**src/rtl/mmio_host_pkg.sv**
```systemverilog
// Shared types and constants for the MMIO host port: FSM states,
// window offsets and status-word bit positions.
package mmio_host_pkg;

    typedef enum logic [1:0] {
        RUN   = 2'd0,
        DRAIN = 2'd1,
        DONE  = 2'd2
    } state_e;

    localparam int unsigned OFS_CTRL = 0;
    localparam int unsigned OFS_SIG0 = 4;

    localparam int unsigned ST_DONE     = 16;
    localparam int unsigned ST_DRAIN    = 17;
    localparam int unsigned ST_OVF      = 18;
    localparam int unsigned ST_DROP_LSB = 24;

endpackage

```
**src/rtl/mmio_host_port_if.sv**
```systemverilog
// dmem write/read bus plus signature stream and done flag of the MMIO host port.
interface mmio_host_port_if #(
    parameter int unsigned DATA_W = 32,
    parameter int unsigned ADDR_W = 32,
    parameter int unsigned CH_W   = 2
);
    logic              dmem_wr_en;
    logic [ADDR_W-1:0] dmem_wr_addr;
    logic [DATA_W-1:0] dmem_wr_data;
    logic [ADDR_W-1:0] dmem_rd_addr;
    logic              mmio_wr_hit;
    logic              mmio_rd_hit;
    logic [DATA_W-1:0] mmio_rd_data;
    logic              sig_valid;
    logic              sig_ready;
    logic [DATA_W-1:0] sig_data;
    logic [CH_W-1:0]   sig_ch;
    logic              done;

    modport master (
        output dmem_wr_en, dmem_wr_addr, dmem_wr_data, dmem_rd_addr, sig_ready,
        input  mmio_wr_hit, mmio_rd_hit, mmio_rd_data, sig_valid, sig_data, sig_ch, done
    );

    modport slave (
        input  dmem_wr_en, dmem_wr_addr, dmem_wr_data, dmem_rd_addr, sig_ready,
        output mmio_wr_hit, mmio_rd_hit, mmio_rd_data, sig_valid, sig_data, sig_ch, done
    );
endinterface

```
**src/rtl/sync_fifo.sv**
```systemverilog
// Single-clock FIFO with registered head output; pointers carry an extra
// wrap bit so full and empty are distinguished without a counter.
module sync_fifo #(
    parameter int unsigned WIDTH = 8,
    parameter int unsigned DEPTH = 16
) (
    input  logic             clk_i,
    input  logic             rst_ni,
    input  logic             push_i,
    input  logic             pop_i,
    input  logic [WIDTH-1:0] data_i,
    output logic [WIDTH-1:0] data_o,
    output logic             full_o,
    output logic             empty_o
);
    localparam int unsigned AW = $clog2(DEPTH);

    logic [WIDTH-1:0] mem_q [DEPTH];
    logic [AW:0]      wr_ptr_q, wr_ptr_d;
    logic [AW:0]      rd_ptr_q, rd_ptr_d;
    logic [WIDTH-1:0] head_q, head_d;
    logic             do_wr, do_rd;

    assign empty_o = (wr_ptr_q == rd_ptr_q);
    assign full_o  = (wr_ptr_q[AW] != rd_ptr_q[AW]) &&
                     (wr_ptr_q[AW-1:0] == rd_ptr_q[AW-1:0]);
    assign do_rd   = pop_i && !empty_o;
    assign do_wr   = push_i && (!full_o || do_rd);
    assign data_o  = head_q;

    // The head register preloads the next entry; when that entry is the one
    // being written this cycle it must come from data_i, not the array.
    always_comb begin
        wr_ptr_d = wr_ptr_q + (AW+1)'(do_wr);
        rd_ptr_d = rd_ptr_q + (AW+1)'(do_rd);
        if (rd_ptr_d == wr_ptr_d) begin
            head_d = '0;
        end else if (do_wr && (rd_ptr_d == wr_ptr_q)) begin
            head_d = data_i;
        end else begin
            head_d = mem_q[rd_ptr_d[AW-1:0]];
        end
    end

    always_ff @(posedge clk_i or negedge rst_ni) begin
        if (!rst_ni) begin
            wr_ptr_q <= '0;
            rd_ptr_q <= '0;
            head_q   <= '0;
        end else begin
            wr_ptr_q <= wr_ptr_d;
            rd_ptr_q <= rd_ptr_d;
            head_q   <= head_d;
        end
    end

    always_ff @(posedge clk_i) begin
        if (do_wr) begin
            mem_q[wr_ptr_q[AW-1:0]] <= data_i;
        end
    end

endmodule

```
**src/rtl/mmio_host_port.sv**
```systemverilog
// MMIO window on the dmem write bus: decodes signature-channel writes into a
// FIFO stream and a halt command that drains the FIFO and then raises done.
module mmio_host_port
    import mmio_host_pkg::*;
#(
    parameter int unsigned        DATA_W     = 32,
    parameter int unsigned        ADDR_W     = 32,
    parameter logic [ADDR_W-1:0]  BASE_ADDR  = ADDR_W'(32'hF000_0000),
    parameter int unsigned        NUM_CH     = 2,
    parameter int unsigned        FIFO_DEPTH = 16,
    parameter logic [DATA_W-1:0]  HALT_MAGIC = DATA_W'(32'hCAFE_CAFE)
) (
    input  logic            sysclk,
    input  logic            nrst_in,
    mmio_host_port_if.slave bus
);
    localparam int unsigned   CH_W      = $clog2(NUM_CH + 1);
    localparam int unsigned   OW        = ADDR_W - 2;
    localparam logic [OW-1:0] BASE_WORD = BASE_ADDR[ADDR_W-1:2];
    localparam logic [OW-1:0] WIN_WORDS = OW'(NUM_CH + 1);
    localparam logic [OW-1:0] CTRL_WORD = OW'(OFS_CTRL / 4);
    localparam logic [OW-1:0] SIG0_WORD = OW'(OFS_SIG0 / 4);

    state_e           state_q, state_d;
    logic [15:0]      sig_count_q, sig_count_d;
    logic [7:0]       drop_cnt_q, drop_cnt_d;
    logic             overflow_q, overflow_d;

    logic [OW-1:0]    wr_off, rd_off;
    logic             wr_in_win, rd_in_win;
    logic             halt_wr, ch_wr, push_ok, drop, pop;
    logic [CH_W-1:0]  wr_ch;
    logic             fifo_full, fifo_empty;
    logic [CH_W+DATA_W-1:0] head;
    logic [31:0]      status;
    logic             unused_addr_lsbs;

    assign unused_addr_lsbs = ^{bus.dmem_wr_addr[1:0], bus.dmem_rd_addr[1:0]};

    // Word offsets wrap below the base, so one unsigned compare bounds both ends.
    assign wr_off    = bus.dmem_wr_addr[ADDR_W-1:2] - BASE_WORD;
    assign rd_off    = bus.dmem_rd_addr[ADDR_W-1:2] - BASE_WORD;
    assign wr_in_win = (wr_off < WIN_WORDS);
    assign rd_in_win = (rd_off < WIN_WORDS);

    assign bus.mmio_wr_hit = bus.dmem_wr_en && wr_in_win;
    assign bus.mmio_rd_hit = rd_in_win;

    assign halt_wr = bus.mmio_wr_hit && (wr_off == CTRL_WORD) &&
                     (bus.dmem_wr_data == HALT_MAGIC);
    assign ch_wr   = bus.mmio_wr_hit && (wr_off >= SIG0_WORD) && (state_q == RUN);
    assign wr_ch   = CH_W'(wr_off - SIG0_WORD + OW'(1));
    assign pop     = !fifo_empty && bus.sig_ready;
    assign push_ok = ch_wr && (!fifo_full || pop);
    assign drop    = ch_wr && fifo_full && !pop;

    sync_fifo #(
        .WIDTH (CH_W + DATA_W),
        .DEPTH (FIFO_DEPTH)
    ) u_fifo (
        .clk_i   (sysclk),
        .rst_ni  (nrst_in),
        .push_i  (push_ok),
        .pop_i   (bus.sig_ready),
        .data_i  ({wr_ch, bus.dmem_wr_data}),
        .data_o  (head),
        .full_o  (fifo_full),
        .empty_o (fifo_empty)
    );

    assign bus.sig_valid = !fifo_empty;
    assign bus.sig_data  = head[DATA_W-1:0];
    assign bus.sig_ch    = head[CH_W+DATA_W-1:DATA_W];
    assign bus.done      = (state_q == DONE);

    always_comb begin
        state_d = state_q;
        case (state_q)
            RUN:     if (halt_wr) state_d = DRAIN;
            DRAIN:   if (fifo_empty) state_d = DONE;
            DONE:    state_d = DONE;
            default: state_d = RUN;
        endcase
    end

    always_comb begin
        sig_count_d = sig_count_q;
        drop_cnt_d  = drop_cnt_q;
        overflow_d  = overflow_q;
        if (push_ok && (sig_count_q != 16'hFFFF)) begin
            sig_count_d = sig_count_q + 16'd1;
        end
        if (drop) begin
            overflow_d = 1'b1;
            if (drop_cnt_q != 8'hFF) begin
                drop_cnt_d = drop_cnt_q + 8'd1;
            end
        end
    end

    always_ff @(posedge sysclk or negedge nrst_in) begin
        if (!nrst_in) begin
            state_q     <= RUN;
            sig_count_q <= '0;
            drop_cnt_q  <= '0;
            overflow_q  <= 1'b0;
        end else begin
            state_q     <= state_d;
            sig_count_q <= sig_count_d;
            drop_cnt_q  <= drop_cnt_d;
            overflow_q  <= overflow_d;
        end
    end

    always_comb begin
        status                   = '0;
        status[15:0]             = sig_count_q;
        status[ST_DONE]          = (state_q == DONE);
        status[ST_DRAIN]         = (state_q == DRAIN);
        status[ST_OVF]           = overflow_q;
        status[ST_DROP_LSB +: 8] = drop_cnt_q;
    end

    assign bus.mmio_rd_data = (rd_in_win && (rd_off == CTRL_WORD)) ? DATA_W'(status) : '0;

endmodule

```
**src/flat_wrapper.sv**
```systemverilog
// flat-port wrapper written by rule: the top's interface ports become plain ports
module mmio_host_port_flat import mmio_host_pkg::*;
#(
    parameter int unsigned        DATA_W     = 32,
    parameter int unsigned        ADDR_W     = 32,
    parameter logic [ADDR_W-1:0]  BASE_ADDR  = ADDR_W'(32'hF000_0000),
    parameter int unsigned        NUM_CH     = 2,
    parameter int unsigned        FIFO_DEPTH = 16,
    parameter logic [DATA_W-1:0]  HALT_MAGIC = DATA_W'(32'hCAFE_CAFE)
)
  (sysclk, nrst_in, bus_dmem_wr_en, bus_dmem_wr_addr, bus_dmem_wr_data, bus_dmem_rd_addr, bus_sig_ready, bus_mmio_wr_hit, bus_mmio_rd_hit, bus_mmio_rd_data, bus_sig_valid, bus_sig_data, bus_sig_ch, bus_done);
  mmio_host_port_if #(.DATA_W(DATA_W), .ADDR_W(ADDR_W), .CH_W((2))) bus_i ();
  input  logic sysclk;
  input  logic nrst_in;
  input wire logic [$bits(bus_i.dmem_wr_en)-1:0] bus_dmem_wr_en;
  input wire logic [$bits(bus_i.dmem_wr_addr)-1:0] bus_dmem_wr_addr;
  input wire logic [$bits(bus_i.dmem_wr_data)-1:0] bus_dmem_wr_data;
  input wire logic [$bits(bus_i.dmem_rd_addr)-1:0] bus_dmem_rd_addr;
  input wire logic [$bits(bus_i.sig_ready)-1:0] bus_sig_ready;
  output wire logic [$bits(bus_i.mmio_wr_hit)-1:0] bus_mmio_wr_hit;
  output wire logic [$bits(bus_i.mmio_rd_hit)-1:0] bus_mmio_rd_hit;
  output wire logic [$bits(bus_i.mmio_rd_data)-1:0] bus_mmio_rd_data;
  output wire logic [$bits(bus_i.sig_valid)-1:0] bus_sig_valid;
  output wire logic [$bits(bus_i.sig_data)-1:0] bus_sig_data;
  output wire logic [$bits(bus_i.sig_ch)-1:0] bus_sig_ch;
  output wire logic [$bits(bus_i.done)-1:0] bus_done;
  assign bus_i.dmem_wr_en = bus_dmem_wr_en;
  assign bus_i.dmem_wr_addr = bus_dmem_wr_addr;
  assign bus_i.dmem_wr_data = bus_dmem_wr_data;
  assign bus_i.dmem_rd_addr = bus_dmem_rd_addr;
  assign bus_i.sig_ready = bus_sig_ready;
  assign bus_mmio_wr_hit = bus_i.mmio_wr_hit;
  assign bus_mmio_rd_hit = bus_i.mmio_rd_hit;
  assign bus_mmio_rd_data = bus_i.mmio_rd_data;
  assign bus_sig_valid = bus_i.sig_valid;
  assign bus_sig_data = bus_i.sig_data;
  assign bus_sig_ch = bus_i.sig_ch;
  assign bus_done = bus_i.done;
  mmio_host_port #(.DATA_W(DATA_W), .ADDR_W(ADDR_W), .BASE_ADDR(BASE_ADDR), .NUM_CH(NUM_CH), .FIFO_DEPTH(FIFO_DEPTH), .HALT_MAGIC(HALT_MAGIC)) u_core (.sysclk(sysclk), .nrst_in(nrst_in), .bus(bus_i));
endmodule
```
**config.mk**
```make
export PLATFORM = sky130hd
export DESIGN_NAME = mmio_host_port_flat
export DESIGN_NICKNAME = d
export VERILOG_FILES = /design/src/rtl/mmio_host_pkg.sv /design/src/rtl/mmio_host_port_if.sv /design/src/rtl/sync_fifo.sv /design/src/rtl/mmio_host_port.sv /design/src/flat_wrapper.sv
export SDC_FILE = /design/constraint.sdc
export NUM_CORES = 1
export LEC_CHECK = 0
export ABC_AREA = 1
export CAP_MARGIN = 30
export CORE_ASPECT_RATIO = 1.4
export CORE_MARGIN = 3
export CORE_UTILIZATION = 40
export CTS_CLUSTER_SIZE = 25
export DETAILED_ROUTE_END_ITERATION = 10
export GPL_TIMING_DRIVEN = 0
export HOLD_SLACK_MARGIN = 0.05
export PLACE_DENSITY = 0.69
export SYNTH_ARGS = -nofsm -noshare
export SYNTH_HDL_FRONTEND = slang
export SYNTH_SLANG_ARGS = --single-unit
```
**constraint.sdc**
```tcl
create_clock -name sysclk -period 4 [get_ports sysclk]
set_input_delay 0.8 -clock sysclk [delete_from_list [all_inputs] [get_ports sysclk]]
set_output_delay 0.8 -clock sysclk [all_outputs]
set_load 0.01 [all_outputs]
```
### Yosys cells after proc, flatten, opt, wreduce, memory -nomap -nowiden

Memories as Yosys holds them, arrays and structs flattened.
Cells that the tools add are included.

* muxes and demuxes: 8
* magnitude comparators: 3
* add/sub/neg operators: 8
* reductions and logical operators: 23
* equal/unequal tests: 12

Operators with widths (number)
* $mux W34: 2
* $logic_not A30 Y1: 2
* $lt A30 B2 Y1 const B: 2
* $sub A30 B30 Y30 const B: 2
* $eq A32 B32 Y1 const B: 1
* $mux W32: 1
* $ge A30 B1 Y1 const B: 1
* $add A16 B1 Y16 const B: 1
* $ne A16 B16 Y1 const B: 1
* $eq A5 B5 Y1: 3
* $logic_and A1 B1 Y1: 14
* $add A5 B1 Y5: 2
* $add A8 B1 Y8 const B: 1
* $ne A8 B8 Y1 const B: 1
* $pmux W2 S3: 1
* $eq A4 B4 Y1: 1
* $mux W2: 2
* $ne A2 B1 Y1 const B: 2
* $reduce_and A2 Y1: 2
* $logic_not A1 Y1: 3
* $add A2 B1 Y2 const B: 1
* $eq A2 B1 Y1 const B: 1
* $eq A2 B2 Y1 const B: 1
* $logic_not A2 Y1: 1
* other kinds (4): 5

* input bits: 100
* memories: 1
* bits in registers: 71
* RAM bits: 544
* logic and storage cells: 62
* output and inout bits: 70

Memory list
* u_core.u_fifo.mem_q: words 16, width 34, read ports 1, clocked after memory_dff 0, wr ports 1, line sync_fifo.sv:18 `logic [WIDTH-1:0] mem_q [DEPTH];`

### Logic depth before layout (Yosys ltp)

Gate-level depths: netlist of run 1.

* word-level depth: 10
* gate-level depth with buffers: 22
* gate-level depth less buffers: 19

### Cells and area by module

From an unflattened synthesis of run 1, not the netlist that was laid out.

* cell total of the unflattened synthesis: 2364
* area total of the unflattened synthesis: 25957.4 sq um

Modules (own cells, without submodules)
* sync_fifo: area each 23761.5 sq um, seq. area each 17436.7 sq um, instances 1, cells each 2034
* mmio_host_port: area each 2195.9 sq um, seq. area each 675.6 sq um, instances 1, cells each 330

### Worst setup path before layout of run 1

Ideal clock, no wire load.

* path kind: in2reg
* start: input bus_dmem_wr_addr[13]
* end: memory u_core.u_fifo.mem_q[10][0] (netlist bit) (enable)
* required time: 3.575 ns
* buffers on the path: 0
* library setup time: 0.425 ns
* path slack: 0.250 ns
* stages on the path: 9
* arrival: 3.325 ns
* path through: nor2_1 > nand2_1 > nor2_2 > nand2_1 > nor2_2 > nand2_1 > nor2_4 > nand3_1 > nor2_1

* longest elaborated chain between the ends: 9
* elaborated cells between the ends (all ways): 10
* those cells by class: add/sub: 1; order compare: 2; mux: 2; reduce/logical: 5

RTL lines
* start, declared: line flat_wrapper.sv:16 `input wire logic [$bits(bus_i.dmem_wr_addr)-1:0] bus_dmem_wr_addr;`
* $sub A30 B30 Y30: line mmio_host_port.sv:41 `assign wr_off = bus.dmem_wr_addr[ADDR_W-1:2] - BASE_WORD;`
* $lt A30 B2 Y1: line mmio_host_port.sv:43 `assign wr_in_win = (wr_off < WIN_WORDS);`
* $logic_and A1 B1 Y1: line mmio_host_port.sv:46 `assign bus.mmio_wr_hit = bus.dmem_wr_en && wr_in_win;`
* via bus_mmio_wr_hit: line flat_wrapper.sv:20 `output wire logic [$bits(bus_i.mmio_wr_hit)-1:0] bus_mmio_wr_hit;`
* $logic_and A1 B1 Y1 (2 in a row): line mmio_host_port.sv:51 `assign ch_wr = bus.mmio_wr_hit && (wr_off >= SIG0_WORD) && (state_q == RUN);`
* $logic_and A1 B1 Y1: line mmio_host_port.sv:54 `assign push_ok = ch_wr && (!fifo_full || pop);`
* $logic_and A1 B1 Y1: line sync_fifo.sv:28 `assign do_wr = push_i && (!full_o || do_rd);`
* $mux W1: line sync_fifo.sv:58 `if (do_wr) begin`
* $mux W1 (not written as such): line sync_fifo.sv:59 `mem_q[wr_ptr_q[AW-1:0]] <= data_i;`
* end, declared: line sync_fifo.sv:18

The timed path passes the listed nets, and every way through them passes these cells.

### Worst setup path after layout of run 1

* start: register u_core.u_fifo.wr_ptr_q[0]
* end: register u_core.u_fifo.head_q[10], in the netlist u_core.u_fifo.data_o[10]

* longest elaborated chain between the ends: 9
* elaborated cells between the ends (all ways): 17
* those cells by class: add/sub: 2; eq/ne: 4; mux: 2; reduce/logical: 8; memory: 1

RTL lines
* start, declared: line sync_fifo.sv:19 `logic [AW:0] wr_ptr_q, wr_ptr_d;`
* start signal, assigned: line sync_fifo.sv:51 `wr_ptr_q <= wr_ptr_d;`
* branches (longest 8 deep; another with $mem_v2 Z16 W34)
* $mux W34 *: line sync_fifo.sv:36 `if (rd_ptr_d == wr_ptr_d) begin`
* via u_core.u_fifo.head_d[10]: line sync_fifo.sv:21 `logic [WIDTH-1:0] head_q, head_d;`
* end signal, assigned: line sync_fifo.sv:49 `head_q <= '0;`
* end signal, assigned: line sync_fifo.sv:53 `head_q <= head_d;`
* end, declared: line sync_fifo.sv:21

Mark *: on every way through the listed nets, which the timed path passes.
A chain may end at the register's enable or synchronous reset.

==> results of run 1 <==
placed cells by master, fill, tap and decap left out, drive strengths merged:
| cell | netlist | final |
|---|---|---|
| ha | 9 | 9 |
| nor2 | 192 | 192 |
| xnor2 | 1 | 1 |
| xor2 | 16 | 16 |
| or2 | 4 | 4 |
| diode | 0 | 1 |
| inv | 72 | 76 |
| bufinv | 0 | 6 |
| clkdlybuf4s15 | 0 | 2 |
| nor4 | 5 | 5 |
| nand4 | 26 | 26 |
| clkdlybuf4s50 | 0 | 157 |
| edfxtp | 544 | 544 |
| a21oi | 69 | 69 |
| clkinv | 1 | 17 |
| clkinvlp | 0 | 4 |
| nor3 | 44 | 44 |
| o21ai | 50 | 50 |
| clkbuf | 86 | 162 |
| buf | 44 | 62 |
| nand3b | 1 | 1 |
| nand3 | 382 | 382 |
| dfrtp | 71 | 71 |
| conb | 1 | 5 |
| nand2 | 755 | 755 |
cell type report:
type                    instances  area [um2]
fillers                      5503       32500
diodes                          1        2.50
multi-input cells            1559        6980
clock buffers                  72        1510
inverters                      73         280
flip-flops and latches        615       18100
repair buffers                181        2030
well taps                     832        1040
plain buffers                 130         618
clock inverters                30         330
layer usage:
metal	global-route usage (%)	vias to the layer above	routed length, um
met5	0	-	0
met4	9.80	0	3360
met3	3.32	204	6470
met2	38.7	1023	38200
met1	24.6	9200	26200
li1	-	8646	-
registers in the layout, summed over array words and instances, names as in the netlist:
name and count:
u_core.state_q 2, u_core.overflow_q 1, u_core.u_fifo.rd_ptr_q 5, u_core.drop_cnt_q 8, u_core.sig_count_q 16, u_core.u_fifo.wr_ptr_q 5, u_core.u_fifo.data_o 34, u_core.u_fifo.mem_q 544
worst max-delay path, delay by kind of cell, from the launching register on:
family	cells	cell delay [ns]
AO/OA/AOI/OAI	1	0.16
XOR/XNOR	1	0.38
buffers and inverters	4	1.23
flip-flops	1	0.47
AND/OR/NAND/NOR	9	1.07
adder cells (fa/ha/maj)	2	0.41
path summary, 6_finish.rpt:
| path | from | endpoint | cells past startpoint |
|---|---|---|---|
| worst min register to register | u_core.overflow_q$_DFFE_PN0P_ | u_core.overflow_q$_DFFE_PN0P_ | 2 |
| min in group sysclk | u_core.overflow_q$_DFFE_PN0P_ | u_core.overflow_q$_DFFE_PN0P_ | 2 |
| worst min-delay path | nrst_in | u_core.sig_count_q[11]$_DFFE_PN0P_ | 1 |
| worst max register to register | u_core.u_fifo.wr_ptr_q[0]$_DFF_PN0_ | u_core.u_fifo.data_o[10]$_DFF_PN0_ | 17 |
| worst max-delay path | u_core.u_fifo.wr_ptr_q[0]$_DFF_PN0_ | u_core.u_fifo.data_o[10]$_DFF_PN0_ | 17 |
| max in group asynchronous | nrst_in | u_core.drop_cnt_q[1]$_DFFE_PN0P_ | 2 |
logic make-up (layout without fill, tap and decap cells):
group           after synthesis  count (layout)  synth area share, %
flops                       615             615                 70.4
compound gates              119             119                 2.31
simple gates               1409            1409                 23.1
other cells                   1               6               0.0146
fa+ha+maj                     9               9                0.437
buf+inv                     203             486                 3.19
xor+xnor                     17              17                0.637
repair_timing:
item / CTS / global route
hold buffers: 0 / 0
resized for setup: 33 / 55
setup endpoints to repair: 53 / 53
pin swaps: 0 / 1
setup buffers: 0 / 4
through the flow:
stage	setup WS, ns	hold WS (ns)	TNS (ns)
2_1_floorplan	0.250	0.423	0
3_3_place_gp	-2.37	0.434	-1323.92
3_5_place_dp	-1.27	0.437	-280.99
4_1_cts	0.0113	0.0898	0
5_1_grt	-0.0124	0.102	-0.0233
6_report	0.153	0.0876	0
power by group through the flow:
stage | clock, uW | sequential, uW | combinational, uW
2_1_floorplan | 0 | 7530 | 5160
4_1_cts | 5440 | 7320 | 8820
3_5_place_dp | 0 | 7450 | 8710
5_1_grt | 5690 | 7340 | 9760
3_3_place_gp | 0 | 7450 | 8560
6_report | 5400 | 7320 | 8970
==> results.sh, run 1 <==
export IMPL_clock_fmax_mhz=260
export IMPL_synth_edf_count=544
export IMPL_grt_pass1_wl_um=109000
export IMPL_synth_area_top_cells="edfxtp_1, nand2_1, nand3_1, dfrtp_1, nor2_1"
export IMPL_clock_sinks=615
export IMPL_cellLeakagePower_uw=0.0115
export IMPL_remaining_drc_errors=0
export IMPL_relSlewSlack_pct=45.2
export IMPL_yosysSeqAreaShare_pct=70.4
export IMPL_yosys_cell_count_top_type="nand2_1"
export IMPL_nNetsFinal=2723
export IMPL_endpoint_kind="flip-flop"
export IMPL_ys_types=29
export IMPL_vias=19100
export IMPL_cts_tree="done"
export IMPL_die_area_um2=67500
export IMPL_drt_iter0_drc=2016
export IMPL_grt_max_degree=54
export IMPL_cp_arrival_ns=4.33
export IMPL_power_uw=21700
export IMPL_cp_max_fo=11
export IMPL_ant_nets=0
export IMPL_core_um2=63400
export IMPL_powerDensity_nw_per_um2=702
export IMPL_synth_common_cells="nand2_1, edfxtp_1, nand3_1"
export IMPL_maxCapViolCount=0
export IMPL_place_area_um2=28900
export IMPL_internal_power_uw=13000
export IMPL_drv_slew=0
export IMPL_numCtsBuffers=54
export IMPL_finalCoreUtilization_pct=48.7
export IMPL_clkTransAtPathRegs_ns=0.07
export IMPL_rows=109
export IMPL_setup_viol=0
export IMPL_cpPeakStageDelay_ns=0.60
export IMPL_ys_seq_elements=615
export IMPL_vias_per_cell=5.46
export IMPL_drt_wl_total_um=74200
export IMPL_clkLatencyLatePin_ns=0.61
export IMPL_antenna_found_initial=0
export IMPL_gp_congestion=0.871
export IMPL_min_path_type="input pin to asynchronous set/reset pin"
export IMPL_synth_area_um2=25700
export IMPL_final_area_um2=30900
export IMPL_worstSetupPathType="flip-flop to flip-flop"
export IMPL_synthCells=2373
export IMPL_port_buffers=160
export IMPL_grt_util_all_layers_pct=21.4
export IMPL_synth_warnings=0
export IMPL_min_period_ns=3.85
export IMPL_cpMaxStageDelayCell="buf_1"
export IMPL_syn_to_final_growth_pct=20.1
export IMPL_synthFlopType="edfxtp_1"
export IMPL_first_global_vias=18900
export IMPL_drive_gt1_share_pct=8.23
export IMPL_cp_required_ns=4.49
export IMPL_routedWlPerCell_um=21.2
export IMPL_status="finished, final reports clean"
export IMPL_syn_area_per_cell_um2=10.8
export IMPL_netlist_area_leader_share_pct=63.5
export IMPL_comb_power_share_pct=41.4
export IMPL_htreeDepth=2
export IMPL_cp_start_kind="flip-flop"
export IMPL_start_util_pct=40.6
export IMPL_cpMostUsedCell="nand2_1"
export IMPL_finalNonFillerCells=3493
export IMPL_seqPwrFrac_pct=33.7
export IMPL_fin_crit_sh_pct=96.2
export IMPL_switching_share_pct=40.2
export IMPL_p_clk_share_pct=24.9
export IMPL_place_detailed_hpwl_um=51400
export IMPL_vdd_drop_max_uv=443
export IMPL_die_h_um=306
export IMPL_clockBufferDepth=3
export IMPL_drt_pass1_iterations=10
export IMPL_r2r_setup_slack_ns=0.15
export IMPL_dp_cells=3386
export IMPL_worst_pin_slew_ns=0.820
export IMPL_hold_violations=0
export IMPL_power_switching_uw=8710
export IMPL_root_buffer="clkbuf_16"
export IMPL_gr_total_overflow=0
export IMPL_pin_count=170
export IMPL_yosysTopAreaCell="edfxtp_1"
export IMPL_die_w_um=220
export IMPL_finClkSkew_ns=0.0226
export IMPL_ys_async_sr_fraction_pct=11.5
export IMPL_worstPathCellList="inv_1 -> nand2_1 -> nand2_1 -> nor2_1 -> nand4_1 -> nand2_1 -> inv_1 -> ha_1 -> ha_1 -> xor2_2 -> buf_2 -> buf_1 -> nor3_1 -> o21ai_1 -> nand2_1 -> nand2_1 -> nor2_1"
No activity file was read; power rests on OpenSTA's default activity.
==> inputs of run 2 (changes only) <==
CORE_MARGIN = 1.5   (was 3)
CTS_CLUSTER_SIZE = not set   (was 25)
==> run 2 against run 1 <==
Against the previous run: sequential share of layout area about the same; sequential cell count is the same; clock power decreased by 2%; hold slack improved by 0.016 ns; total power fell by 0.12%; first-iteration DRC count is 2.7% lower; utilization about the same; setup slack lost 0.0074 ns; global-route usage up 1.1 points; register-to-register slack gained 0.05 ns; combinational power rose by 0.9%; design area is essentially flat.
==> results.sh, run 2 (synthesis results as in run 1) <==
export IMPL_status="finished, final reports clean"
export IMPL_rows=109
export IMPL_syn_to_final_growth_pct=20.0
export IMPL_cp_max_fo=10
export IMPL_routedWlPerCell_um=21.4
export IMPL_htreeDepth=2
export IMPL_core_um2=63400
export IMPL_ant_nets=0
export IMPL_cts_tree="done"
export IMPL_antenna_found_initial=0
export IMPL_cp_start_kind="input pin"
export IMPL_diodes=0
export IMPL_largest_register_ffs=544
export IMPL_clkLatencyLatePin_ns=0.60
export IMPL_clkTransAtPathRegs_ns=0.07
export IMPL_endpoint_kind="primary output"
export IMPL_grt_max_degree=54
export IMPL_comb_power_share_pct=41.7
export IMPL_gp_congestion=0.884
export IMPL_nNetsFinal=2723
export IMPL_start_util_pct=40.6
export IMPL_drt_wl_total_um=74800
export IMPL_worst_pin_slew_ns=0.972
export IMPL_fin_crit_sh_pct=96.4
export IMPL_drt_iter0_drc=1962
export IMPL_port_buffers=160
export IMPL_hold_violations=0
export IMPL_root_buffer="clkbuf_16"
export IMPL_vdd_drop_max_uv=455
export IMPL_die_w_um=217
export IMPL_drv_slew=0
export IMPL_vias=19000
export IMPL_power_switching_uw=8720
export IMPL_place_area_um2=28900
export IMPL_seqPwrFrac_pct=33.8
export IMPL_nFillCells=5535
export IMPL_clock_sinks=615
export IMPL_numCtsBuffers=54
export IMPL_clock_fmax_mhz=259
export IMPL_min_path_type="input pin to asynchronous set/reset pin"
export IMPL_drive_gt1_share_pct=8.84
export IMPL_grt_pass1_wl_um=111000
export IMPL_die_h_um=303
export IMPL_ctsHoldBuffers=0
export IMPL_relSlewSlack_pct=35.1
export IMPL_cellLeakagePower_uw=0.0115
export IMPL_switching_share_pct=40.2
export IMPL_final_common_cell="nand2_1"
export IMPL_die_area_um2=65900
export IMPL_remaining_drc_errors=0
export IMPL_worstSetupPathType="input pin to primary output"
export IMPL_p_clk_share_pct=24.4
export IMPL_finClkSkew_ns=0.0155
export IMPL_layout_common_cells="nand2_1, edfxtp_1, nand3_1, nor2_1, clkdlybuf4s50_1"
export IMPL_setup_viol=0
export IMPL_drt_pass1_iterations=6
export IMPL_place_detailed_hpwl_um=51400
export IMPL_final_area_um2=30900
export IMPL_cp_required_ns=3.20
export IMPL_internal_power_uw=13000
export IMPL_powerDensity_nw_per_um2=701
export IMPL_first_global_vias=19000
export IMPL_vias_per_cell=5.43
export IMPL_maxCapViolCount=0
export IMPL_min_period_ns=3.85
export IMPL_grt_util_all_layers_pct=22.5
export IMPL_pin_count=170
export IMPL_cp_arrival_ns=3.05
export IMPL_gr_total_overflow=0
export IMPL_clockBufferDepth=3
export IMPL_totalNegativeSetupSlack_ns=0
[run 2: critical path, stage by stage]
cell             delay, ns
clkdlybuf4s50_1       0.49
nor4_4                0.32
nand3_1               0.17
nor2_1                0.21
nand3_4               0.15
buf_2                 0.22
nor2_1                0.12
clkdlybuf4s50_1       0.56
[run 2: final cells by class]
type                    instances  area, um2  share of cell area (%)
flip-flops and latches        615      18100                    58.6
multi-input cells            1559       7010                    22.7
repair buffers                181       2010                    6.50
clock buffers                  81       1580                    5.12
well taps                     832       1040                    3.37
plain buffers                 130        654                    2.12
inverters                      73        280                   0.907
clock inverters                19        213                   0.688
[run 2: final timing paths]
| kind | depth (start not counted) | end | from | slack [ns] |
|---|---|---|---|---|
| min reg2reg | 2 | u_core.overflow_q$_DFFE_PN0P_ | u_core.overflow_q$_DFFE_PN0P_ | 0.47 |
| min in group sysclk | 2 | u_core.overflow_q$_DFFE_PN0P_ | u_core.overflow_q$_DFFE_PN0P_ | 0.47 |
| max | 8 | bus_mmio_rd_data[14] | bus_dmem_rd_addr[17] | 0.15 |
| max in group asynchronous | 2 | u_core.u_fifo.data_o[1]$_DFF_PN0_ | nrst_in | 3.27 |
| min | 1 | u_core.sig_count_q[12]$_DFFE_PN0P_ | nrst_in | 0.10 |
| max reg2reg | 19 | u_core.u_fifo.data_o[22]$_DFF_PN0_ | u_core.u_fifo.wr_ptr_q[0]$_DFF_PN0_ | 0.20 |
[run 2: power groups by stage]
stage	Clock [uW]	Combinational [uW]	Sequential, uW
final	5300	9050	7330
after global routing	5570	9850	7340
after CTS	5340	8860	7320
after detailed placement	0	8760	7450
after global placement	0	8570	7460
after floorplan	0	5160	7530
[run 2: metrics by stage]
step | power [uW] | std cells | setup slack [ns] | hold WS [ns] | utilization (%)
after floorplan | 12700 | 2377 | 0.250 | 0.423 | -
after global placement | 16000 | 3369 | -2.47 | 0.434 | 44.8
after detailed placement | 16200 | 3386 | -1.41 | 0.450 | 45.6
after CTS | 21500 | 3486 | 0.00181 | 0.102 | 48.5
after global routing | 22800 | 3490 | -0.0222 | 0.111 | 48.7
final | 21700 | 3490 | 0.146 | 0.103 | 48.7
[run 2: what timing repair did]
action | 4_1_cts | 5_1_grt
pin swaps | 0 | 2
hold endpoints to repair | 0 | 0
endpoints found under the setup margin | 104 | 53
resized for setup | 34 | 101
setup buffers | 0 | 4
[run 2: routing by layer]
metal,wire length [um],global-route usage (%)
met5,0,0
met1,26800,25.5
met2,38600,41.0
met3,5760,3.24
met4,3640,11.7
